$ cat config.mk
export PLATFORM = sky130hd
export DESIGN_NAME = uart_frame_parser
export DESIGN_NICKNAME = d
export VERILOG_FILES = /design/src/rtl/uart_frame_pkg.sv /design/src/rtl/uart_frame_buf.sv /design/src/rtl/uart_frame_parser.sv
export SDC_FILE = /design/constraint.sdc
export NUM_CORES = 1
export LEC_CHECK = 0
export ABC_AREA = 1
export CORE_ASPECT_RATIO = 2
export CORE_MARGIN = 1.5
export CORE_UTILIZATION = 40
export DETAILED_ROUTE_END_ITERATION = 7
export GPL_ROUTABILITY_DRIVEN = 0
export PLACE_DENSITY = 0.65
export SKIP_CTS_REPAIR_TIMING = 1
export SLEW_MARGIN = 20
export SYNTH_ARGS = -nofsm -noshare
export SYNTH_HDL_FRONTEND = slang
export SYNTH_SLANG_ARGS = --single-unit
$ cat constraint.sdc
create_clock -name clk -period 1.9 [get_ports clk]
set_input_delay 0.38 -clock clk [delete_from_list [all_inputs] [get_ports clk]]
set_output_delay 0.38 -clock clk [all_outputs]
set_load 0.05 [all_outputs]
$ cat src/rtl/uart_frame_pkg.sv
// Shared types and constants for the UART frame parser slice.
// Optional inter-byte timeout is enabled with `define UART_FRAME_TIMEOUT_EN.
package uart_frame_pkg;

    typedef enum logic [2:0] {
        IDLE,
        LEN,
        PAYLOAD,
        CHK,
        HOLD
    } state_t;

    localparam logic [1:0] ERR_NONE = 2'b00;
    localparam logic [1:0] ERR_LEN  = 2'b01;
    localparam logic [1:0] ERR_CHK  = 2'b10;
    localparam logic [1:0] ERR_TMO  = 2'b11;

    localparam logic [7:0] DEFAULT_SOF = 8'hA5;

    // A length byte is legal when it names 1..max_len payload bytes.
    function automatic logic len_legal(input logic [7:0] len_byte, input int max_len);
        return (len_byte != 8'd0) && (int'(len_byte) <= max_len);
    endfunction

endpackage

$ cat src/rtl/uart_frame_buf.sv
// Payload buffer: DEPTH x 8 simple dual-port RAM, synchronous write, registered read.
module uart_frame_buf #(
    parameter int DEPTH  = 16,
    parameter int ADDR_W = $clog2(DEPTH)
) (
    input  logic              clk,
    input  logic              rst_n,
    input  logic              we,
    input  logic [ADDR_W-1:0] waddr,
    input  logic [7:0]        wdata,
    input  logic [ADDR_W-1:0] raddr,
    output logic [7:0]        rdata
);

    logic [7:0] mem [DEPTH];

    // NOTE: the storage array has no reset so it maps onto plain RAM; only the read register is cleared.
    always_ff @(posedge clk) begin
        if (we) begin
            mem[waddr] <= wdata;
        end
    end

    always_ff @(posedge clk) begin
        if (!rst_n) begin
            rdata <= 8'h00;
        end else begin
            rdata <= mem[raddr];
        end
    end

endmodule

$ cat src/rtl/uart_frame_parser.sv
// Parses SOF/length/payload/XOR-checksum frames from a uart_rx byte stream and holds one frame until acked.
// Define UART_FRAME_TIMEOUT_EN to build the inter-byte gap timeout (TIMEOUT_CYC).
module uart_frame_parser
    import uart_frame_pkg::*;
#(
    parameter int         MAX_LEN     = 16,
    parameter logic [7:0] SOF         = DEFAULT_SOF,
    parameter int         TIMEOUT_CYC = 200000,
    localparam int        LEN_W       = $clog2(MAX_LEN + 1),
    localparam int        ADDR_W      = $clog2(MAX_LEN)
) (
    input  logic              clk,
    input  logic              rst_n,
    input  logic              rx_valid,
    input  logic [7:0]        rx_data,
    output logic              frame_valid,
    output logic [LEN_W-1:0]  frame_len,
    input  logic [ADDR_W-1:0] rd_addr,
    output logic [7:0]        rd_data,
    input  logic              frame_ack,
    output logic              frame_err,
    output logic [1:0]        err_code,
    output logic              overrun
);

    localparam logic [LEN_W-1:0] LEN_ONE = LEN_W'(1);

    state_t           state;
    logic [LEN_W-1:0] len_q;
    logic [LEN_W-1:0] cnt_q;
    logic [7:0]       chk_q;
    logic             buf_we;
    logic             in_frame;

    assign buf_we   = (state == PAYLOAD) && rx_valid;
    assign in_frame = (state == LEN) || (state == PAYLOAD) || (state == CHK);

`ifdef UART_FRAME_TIMEOUT_EN
    localparam int GAP_W = (TIMEOUT_CYC > 1) ? $clog2(TIMEOUT_CYC) : 1;

    logic [GAP_W-1:0] gap_q;
    logic             gap_expired;

    assign gap_expired = (gap_q == GAP_W'(TIMEOUT_CYC - 1));
`endif

    uart_frame_buf #(
        .DEPTH  (MAX_LEN),
        .ADDR_W (ADDR_W)
    ) u_buf (
        .clk   (clk),
        .rst_n (rst_n),
        .we    (buf_we),
        .waddr (cnt_q[ADDR_W-1:0]),
        .wdata (rx_data),
        .raddr (rd_addr),
        .rdata (rd_data)
    );

    // NOTE: every register here is updated with <=, so all branches see the pre-edge state and later assignments win.
    always_ff @(posedge clk) begin
        if (!rst_n) begin
            state       <= IDLE;
            len_q       <= '0;
            cnt_q       <= '0;
            chk_q       <= 8'h00;
            frame_valid <= 1'b0;
            frame_len   <= '0;
            frame_err   <= 1'b0;
            err_code    <= ERR_NONE;
            overrun     <= 1'b0;
`ifdef UART_FRAME_TIMEOUT_EN
            gap_q       <= '0;
`endif
        end else begin
            frame_err <= 1'b0;
            overrun   <= 1'b0;
`ifdef UART_FRAME_TIMEOUT_EN
            gap_q     <= '0;
`endif
            case (state)
                IDLE: begin
                    if (rx_valid && (rx_data == SOF)) begin
                        state <= LEN;
                    end
                end
                LEN: begin
                    if (rx_valid) begin
                        if (!len_legal(rx_data, MAX_LEN)) begin
                            frame_err <= 1'b1;
                            err_code  <= ERR_LEN;
                            state     <= IDLE;
                        end else begin
                            len_q <= rx_data[LEN_W-1:0];
                            chk_q <= rx_data;
                            cnt_q <= '0;
                            state <= PAYLOAD;
                        end
                    end
                end
                PAYLOAD: begin
                    if (rx_valid) begin
                        chk_q <= chk_q ^ rx_data;
                        cnt_q <= cnt_q + LEN_ONE;
                        if (cnt_q == len_q - LEN_ONE) begin
                            state <= CHK;
                        end
                    end
                end
                CHK: begin
                    if (rx_valid) begin
                        if (rx_data == chk_q) begin
                            frame_valid <= 1'b1;
                            frame_len   <= len_q;
                            state       <= HOLD;
                        end else begin
                            frame_err <= 1'b1;
                            err_code  <= ERR_CHK;
                            state     <= IDLE;
                        end
                    end
                end
                HOLD: begin
                    // Incoming bytes cannot be buffered while the frame is held.
                    if (rx_valid) begin
                        overrun <= 1'b1;
                    end
                    if (frame_ack) begin
                        frame_valid <= 1'b0;
                        frame_len   <= '0;
                        state       <= IDLE;
                    end
                end
                default: begin
                    state <= IDLE;
                end
            endcase

`ifdef UART_FRAME_TIMEOUT_EN
            // A byte arriving on the expiry cycle takes priority, so only idle cycles count.
            if (in_frame && !rx_valid) begin
                if (gap_expired) begin
                    frame_err <= 1'b1;
                    err_code  <= ERR_TMO;
                    state     <= IDLE;
                end else begin
                    gap_q <= gap_q + 1'b1;
                end
            end
`endif
        end
    end

endmodule

Word-level counts from Yosys, hierarchy flattened
Memory sizes are Yosys's and may differ from the RTL's. A register that Yosys moved wholly into a read port is not among the register bits.
Cells that the tools add are included.

storage, ports and cells
  register bits after elaboration = 31
  RAM bits = 128
  output and inout port bits = 18
  logic and storage cells = 84
  memories = 1

memories
  name       depth  width  read ports  clocked after memory_dff  wr ports  RTL line              source
  u_buf.mem  16     8      1           1                         1         uart_frame_buf.sv:15  logic [7:0] mem [DEPTH];

cells by class
  $add $sub $neg = 2
  order comparisons = 1
  equality and inequality tests = 17
  muxes and demuxes = 38
  bitwise operators = 1
  reductions and logical operators = 15

operator list
  kind                                                                   count
  5-bit 2-to-1 mux                                                       6
  8-bit 2-to-1 mux                                                       3
  3-bit 2-to-1 mux                                                       7
  5-bit case mux with 2 select lines                                     2
  8-bit case mux with 2 select lines                                     1
  3-bit case mux with 5 select lines                                     1
  2-bit != test, second input constant                                   7
  1-bit 2-to-1 mux                                                       10
  2-bit 2-to-1 mux                                                       5
  8-bit == test                                                          1
  8-bit == test, second input constant                                   1
  8-bit by 5-bit <= comparator with 1-bit output, second input constant  1
  4-bit AND reduction                                                    2
  8-bit nonzero test                                                     1
  8-bit XOR                                                              1
  3-bit by 2-bit == test with 1-bit output, second input constant        2
  2-bit by 1-bit != test with 1-bit output, second input constant        3
  6-bit AND reduction                                                    1
  2-bit nonzero test                                                     3
  5-bit by 1-bit adder with 5-bit output, second input constant          1
  5-bit == test                                                          1
  5-bit AND reduction                                                    1
  5-bit by 1-bit subtractor with 5-bit output, second input constant     1
  1-bit case mux with 2 select lines                                     2
  other kinds (8)                                                        10

Logic depth before layout (Yosys ltp)
Gate-level depths: netlist (run 1).

  word-level depth = 5
  depth in mapped cells = 13
  gate-level depth less buffers = 13

Hierarchy
Synthesis (run 1) repeated with hierarchy kept, for this count alone.

second synthesis, totals
  cell total of the unflattened synthesis = 809
  area, all modules = 7448.4 um^2

by module, submodules not included
  module             times used  cells an instance  area each (um^2)
  uart_frame_buf     1           536                5685.5
  uart_frame_parser  1           273                1762.9

Worst setup path before layout (run 1)
Ideal clock, no wire load.

  kind = register -> register
  start point = register state[2]
  end point = memory u_buf.mem[12][0] (enable)
  library setup time = 0.370 ns
  arrival = 1.404 ns
  data required time = 1.530 ns
  slack = 0.126 ns
  cell stages (with the launch flop) = 7
  buffers on the path = 1
  cells stage by stage = dfxtp_1 nor2_1 nand2_1 buf_2 nor2_2 nand2_1 nor2_1

on the way
  cells in the longest elaborated chain, start to end = 4

RTL lines
  element                                   RTL line                 source
  from (decl)                               uart_frame_parser.sv:28  state_t state;
  from (signal assigned)                    uart_frame_parser.sv:63  state <= IDLE;
  from (signal assigned)                    uart_frame_parser.sv:84  state <= LEN;
  from (signal assigned)                    uart_frame_parser.sv:92  state <= IDLE;
  3-bit by 2-bit == test with 1-bit output  uart_frame_parser.sv:35  assign buf_we = (state == PAYLOAD) && rx_valid;
  1-bit logical AND                         uart_frame_parser.sv:35
  1-bit 2-to-1 mux                          uart_frame_buf.sv:19     if (we) begin
  1-bit 2-to-1 mux (not written as such)    uart_frame_buf.sv:20     mem[waddr] <= wdata;
  to (decl)                                 uart_frame_buf.sv:15

Every way passes these cells.

Worst setup path in the final report (run 1)
  start point = input rx_data[5]
  end point = register frame_valid

on the way
  cells in the longest elaborated chain, start to end = 3

RTL lines
  element                                                    RTL line                  source
  from (decl)                                                uart_frame_parser.sv:15   input logic [7:0] rx_data,
  8-bit == test                                              uart_frame_parser.sv:112  if (rx_data == chk_q) begin
  2-bit by 1-bit != test with 1-bit output (no source line)  n/a
  4-bit AND reduction (no source line)                       n/a
  to (signal assigned)                                       uart_frame_parser.sv:67   frame_valid <= 1'b0;
  to (signal assigned)                                       uart_frame_parser.sv:113  frame_valid <= 1'b1;
  to (signal assigned)                                       uart_frame_parser.sv:129  frame_valid <= 1'b0;
  to (decl)                                                  uart_frame_parser.sv:16   output logic frame_valid,

Every way passes these cells.
A chain may end at the register's enable or synchronous reset.

==> run_results.csv, run 1 <==
group,metric,value,unit
job,drv_cap,0,
global_routing,grt_max_degree,51,
placement,portBuffers,33,
critical_path,path_cells,"clkdlybuf4s50_1 > buf_4 > xnor2_1 > nand2_1 > nor2_1 > nand2_2 > nand2_4 > nand2_2 > nand2_1 > a21oi_1",
clock_network,cts_buffers,17,
synth,synthArstFlopShare,0,%
routing,drt-pass1-iter-count,5,
clock_network,cts_tree,"yes",
global_routing,grt_pass1_vias,5325,
critical_path,critPathArrivalTime,2140,ps
placement,post-place-ws,-355,ps
synth,syn-mean-instance-area,10.5,µm²
floorplan,die_y,190,µm
synth,ys_seq_area_share,65.9,%
run_status,status,"finished, final reports clean",
critical_path,cp_max_fo,7,
layout,finish.utilization,50.7,%
critical_path,crit_type,"input pin to flop",
sta,setup_violations,0,
critical_path,r2r_start,"state[2]",
critical_path,cp.required,2220,ps
critical_path,cp_slowest_stage_delay,550,ps
floorplan,ios,34,
synth,synth_area_leader_cell,"edfxtp_1",
power_and_ir_drop,power_density,1020,nW/µm²
synth,synth_ff_type,"edfxtp_1",
sta,period_minus_slack,1820,ps
synth,synth_edf_count,128,
hold_path,min_from,"err_code[0]",
power_and_ir_drop,p_leak,3.35,nW
clock_network,clock_path_buffers,2,
critical_path,ff2ff_path_depth,6,
hold_path,min_path_type,"flop to flop",
sta,fmax,0.550,GHz
hold_path,worst_hold_path.endpoint,"err_code[0]",
placement,place_hpwl,12.6,mm
critical_path,slowest_stage,"clkdlybuf4s50_1",
sta,drv_slew,0,
clock_network,cts-root-buf,"clkbuf_16",
synth,yosysMostFrequentCell,"edfxtp_1",
clock_network,cts_num_sinks,167,
layout,drive_gt1_share,15.7,%
synth,yosys_warnings,0,
layout,area_growth,24.3,%
sta,setup_ws,81.1,ps
synth,ys_ff_latch,167,
synth,yosysTopAreaCellShare,54.8,%
critical_path,timing.rr.end,"u_buf.mem[13][0]",
routing,vias,5337,
global_routing,grt-ovfl-total,0,
critical_path,path_delay_family,"buffers and inverters",
synth,yosys-top-cells-area,"edfxtp_1 (55%), dfxtp_1 (11%), nor2_1 (6.5%)",
routing,postRouteAntennaNets,0,
synth,yosys.cell_types.count,26,
critical_path,regToRegSetupSlack,110,ps
sta,clock_skew,8.54,ps
sta,grt_setup_unrepaired,"yes",
layout,antenna_cells,0,
routing,viasPerCell,5.47,
clock_network,clk_pin_slew,70,ps
sta,tightest_slew,509,ps
floorplan,die-area,18400,µm²
synth,syn_area,7020,µm²
critical_path,crit_path_start_kind,"input pin",
floorplan,coreArea,17200,µm²
routing,wirelength,18.1,mm
routing,drtIter0Drc,452,
clock_network,clk_latency,430,ps
hold_path,whs_path_depth,2,
sta,period_share,95.7,%
routing,drc_errors,0,
critical_path,worst-path-buf-inv,2,
floorplan,initial_utilization,40.8,%
routing,post_drt_wl_per_cell,18.5,µm
global_routing,grtUsageTotal,20.1,%
clock_network,htreeDepth,4,
synth,synth_common_cells,"edfxtp_1 (128), nor2_1 (121), nand2_1 (83)",
layout,final_nets,774,
power_and_ir_drop,ir_drop,0.699,mV
sta,finalHoldViolCount,0,
critical_path,cp-end-kind,"flop",
synth,syn_inst,667,
global_routing,antenna_found_initial,0,
global_routing,grt_pass1_wl,28.1,mm
floorplan,rows,68,
sta,relSlewSlack,66.0,%
floorplan,die_w,96.6,µm
synth,syn_nets,688,
[placed cells by master, fill, tap and decap left out, drive strengths merged]
cell           count
buf               68
clkdlybuf4s50     14
clkbuf            20
nor3               4
o221ai            10
xnor2              8
nand4              4
xor2               1
edfxtp           128
clkinvlp           6
bufinv             1
ha                 5
dlymetal6s2s      18
nor2             124
nand2             88
nand3             40
o21ai             83
dfxtp             39
a21oi             36
o211ai            22
clkinv             2
inv               39
o22ai              6
[registers in the layout (all words and copies together) (netlist names)]
name / cells
overrun: 1
len_q: 5
frame_len: 5
frame_valid: 1
chk_q: 8
err_code: 2
u_buf.rdata: 8
frame_err: 1
cnt_q: 5
u_buf.mem: 128
state: 3
[final cells by class]
| cell class | instances | area (µm²) |
|---|---|---|
| Clock buffer | 20 | 478 |
| Clock inverter | 12 | 115 |
| Fill cell | 1512 | 8470 |
| Inverter | 36 | 135 |
| Multi-Input combinational cell | 431 | 2130 |
| Sequential cell | 167 | 4620 |
| Tap cell | 210 | 263 |
| Timing Repair Buffer | 100 | 973 |
[where the power goes]
part           internal [mW]  switching [mW]  leakage (nW)
clock network           1.96            1.43         0.273
logic                  0.480           0.926          1.61
registers               4.03          0.0780          1.47
total                   6.47            2.43          3.35
[cells by family after synthesis]
| family | after synthesis | synth area share (%) |
|---|---|---|
| AO/OA/AOI/OAI | 157 | 12.6 |
| buffers and inverters | 69 | 4.03 |
| flip-flops | 167 | 65.9 |
| AND/OR/NAND/NOR | 260 | 15.4 |
| XOR/XNOR | 9 | 1.12 |
| adder cells (fa/ha/maj) | 5 | 0.892 |
[worst register-to-register path: cells and delay by family, from the launching register on]
family,cells,cell delay (ps)
and+or+nand+nor,5,970
DFF,1,340
buffers and inverters,1,190
[worst max-delay path by stage]
| stage | from | to | slack (ps) | depth (start not counted) |
|---|---|---|---|---|
| 2_1_floorplan | state[2] | u_buf.mem[12][0] | 130 | 6 |
| 3_3_place_gp | rx_data[5] | frame_len[2] | -340 | 10 |
| 3_5_place_dp | rx_data[5] | frame_valid | -350 | 10 |
| 4_1_cts | frame_len[1] | frame_len[1] | -100 | 1 |
| 5_1_grt | state[2] | u_buf.mem[1][5] | -20 | 6 |
| 6_report | rx_data[5] | frame_valid | 80 | 10 |
[metrics by stage]
stage	TNS [ps]	instance area (µm²)	hold WS [ps]	total power [mW]	std cells
after global placement	-25200	8060	436	5.52	944
after global routing	-227	8720	490	9.25	976
after floorplan	0	7020	452	5.06	667
after detailed placement	-29470	8060	460	5.57	944
final	0	8720	467	8.90	976
after CTS	-972	8650	472	8.94	976
[per-layer routing]
| metal | up-vias | routed length [µm] | global-route usage (%) |
|---|---|---|---|
| met4 | 0 | 1140 | 14.3 |
| met2 | 198 | 9850 | 36.8 |
| met3 | 59 | 666 | 3.12 |
| met1 | 2557 | 6430 | 20.6 |
| met5 | - | 0 | 0 |
| li1 | 2523 | - | - |
Power figures use the tool's default switching activity.
==> inputs of run 2 (changes only) <==
- CAP_MARGIN: unset -> 20
- CORE_ASPECT_RATIO: 2 -> 1.1
==> run 2 against run 1 <==
Clock skew is 0.75 ps lower. First-iteration DRC count up 0.66%. Die area is 0.26% lower. Via count fell by 1.1%. Clock power about the same. Cell count up 1.3%. Cell area fell by 1.6%. Critical path type is now flop to flop. Critical endpoint is now u_buf.mem[10][6].
==> run_results.csv, run 2 (synthesis gave the netlist of run 1 again) <==
group,metric,value,unit
run_status,status,"finished, final reports clean",
critical_path,r2r_start,"state[2]",
power_and_ir_drop,switching_share,28.4,%
sta,period_minus_slack,1720,ps
global_routing,grt-ovfl-total,0,
layout,largest_reg_flops,128,
power_and_ir_drop,pwr-share-clk,38.4,%
critical_path,cp_max_fo,8,
sta,relSlewSlack,64.8,%
layout,final_common_cell,"edfxtp_1",
sta,finalHoldViolCount,0,
layout,area_growth,22.4,%
global_routing,antenna_found_initial,0,
critical_path,regToRegSetupSlack,180,ps
sta,tightest_slew,527,ps
critical_path,endpoint,"u_buf.mem[10][6]",
global_routing,grtUsageTotal,20.2,%
layout,top_register,"u_buf.mem",
sta,setup_violations,0,
job,drv_cap,0,
routing,post_drt_wl_per_cell,17.7,µm
power_and_ir_drop,ir_drop,0.633,mV
floorplan,coreArea,17100,µm²
routing,drtIter0Drc,455,
sta,holdWs,464,ps
layout,antenna_cells,0,
floorplan,die-area,18300,µm²
critical_path,cp.required,2030,ps
sta,tns,0,ps
placement,dpl-instance-area,7950,µm²
power_and_ir_drop,power_density,1030,nW/µm²
critical_path,cp-end-kind,"flop",
layout,finish.utilization,50.3,%
routing,drc_errors,0,
layout,final_area,8580,µm²
layout,multiInputGateArea,2110,µm²
clock_network,cts_num_sinks,167,
sta,clock_skew,7.79,ps
floorplan,initial_utilization,41.1,%
global_routing,grt_pass1_wl,27.9,mm
critical_path,critPathArrivalTime,1850,ps
layout,final_cell_mix,"edfxtp_1 (128), nor2_1 (121), nand2_1 (83), o21ai_0 (81), buf_4 (53)",
global_routing,grt_max_degree,65,
power_and_ir_drop,p_leak,3.26,nW
global_routing,grt_pass1_vias,5187,
clock_network,clock_path_buffers,2,
global_routing,gr-usage-met3,4.37,%
clock_network,cts_buffers,17,
power_and_ir_drop,internal-power,6.34,mW
placement,portBuffers,33,
floorplan,rows,50,
layout,num-fill-cells,1512,
critical_path,critPathLaunch,"state[2]",
critical_path,crit_type,"flop to flop",
floorplan,ios,34,
routing,drt-pass1-iter-count,5,
global_routing,use_met2,33.9,%
clock_network,cts_tree,"yes",
global_routing,grt.busiest_layer,"met2",
sta,drv_slew,0,
clock_network,cts-root-buf,"clkbuf_16",
sta,fmax,0.580,GHz
layout,final_nets,763,
critical_path,timing.rr.end,"u_buf.mem[10][6]",
sta,setup_ws,177,ps
critical_path,crit_path_start_kind,"flop",
power_and_ir_drop,p_comb_share,15.2,%
placement,post-place-ws,-209,ps
global_routing,grtUsageMet1,25.3,%
clock_network,htreeDepth,4,
power_and_ir_drop,power.switching,2.51,mW
clock_network,clk_latency,430,ps
routing,wirelength,17.5,mm
routing,postRouteAntennaNets,0,
layout,regArea,4620,µm²
floorplan,die_w,129,µm
floorplan,die_y,142,µm
clock_network,clk_pin_slew,60,ps
routing,viasPerCell,5.34,
routing,vias,5279,
power_and_ir_drop,power_frac_seq,46.4,%
sta,period_share,90.7,%
layout,top_regs,"u_buf.mem: 128 flops, chk_q: 8 flops, u_buf.rdata: 8 flops",
layout,drive_gt1_share,14.0,%
placement,place_hpwl,11.4,mm
sta,grt_setup_unrepaired,"yes",
critical_path,ff2ff_path_depth,6,
hold_path,min_path_type,"flop to flop",
[run 2: stage by stage]
step | power (mW) | instances
6_report | 8.86 | 989
3_3_place_gp | 5.48 | 957
2_1_floorplan | 5.06 | 667
3_5_place_dp | 5.53 | 957
4_1_cts | 8.89 | 989
5_1_grt | 9.21 | 989
[run 2: power groups by stage]
stage               Clock (mW)  Sequential (mW)  Combinational (mW)
floorplan                    0             4.27               0.787
global placement             0             4.18                1.29
detailed placement           0             4.19                1.34
CTS                       3.43             4.11                1.35
global route              3.60             4.12                1.49
finish                    3.40             4.11                1.35
[run 2: worst min path at each step]
stage                      start  depth (start not counted)            to  slack, ps
CTS                  err_code[0]                          2   err_code[0]        470
global placement     err_code[0]                          2   err_code[0]        450
detailed placement   err_code[0]                          2   err_code[0]        450
floorplan               chk_q[5]                          2      chk_q[5]        450
global route        frame_len[3]                          2  frame_len[3]        480
finish               err_code[0]                          2   err_code[0]        460
[run 2: cell type report]
| type | count | area share [%] |
|---|---|---|
| Clock buffer | 17 | 4.96 |
| Clock inverter | 15 | 1.89 |
| Inverter | 36 | 1.57 |
| Multi-Input combinational cell | 431 | 24.6 |
| Sequential cell | 167 | 53.9 |
| Tap cell | 234 | 3.41 |
| Timing Repair Buffer | 89 | 9.74 |
[run 2: worst max-delay path, cell delays in order, from the launching register on]
cell and delay, ps:
dfxtp_1 340, nor2_1 150, nand2_1 100, nor2_2 250
nand2_1 200, nor2_1 150, buf_4 220
[run 2: per-layer routing]
metal  vias up  wire (µm)
met1      2562       7630
li1       2501          -
met4         0        452
met2       182       8530
met5         -          0
met3        34        893
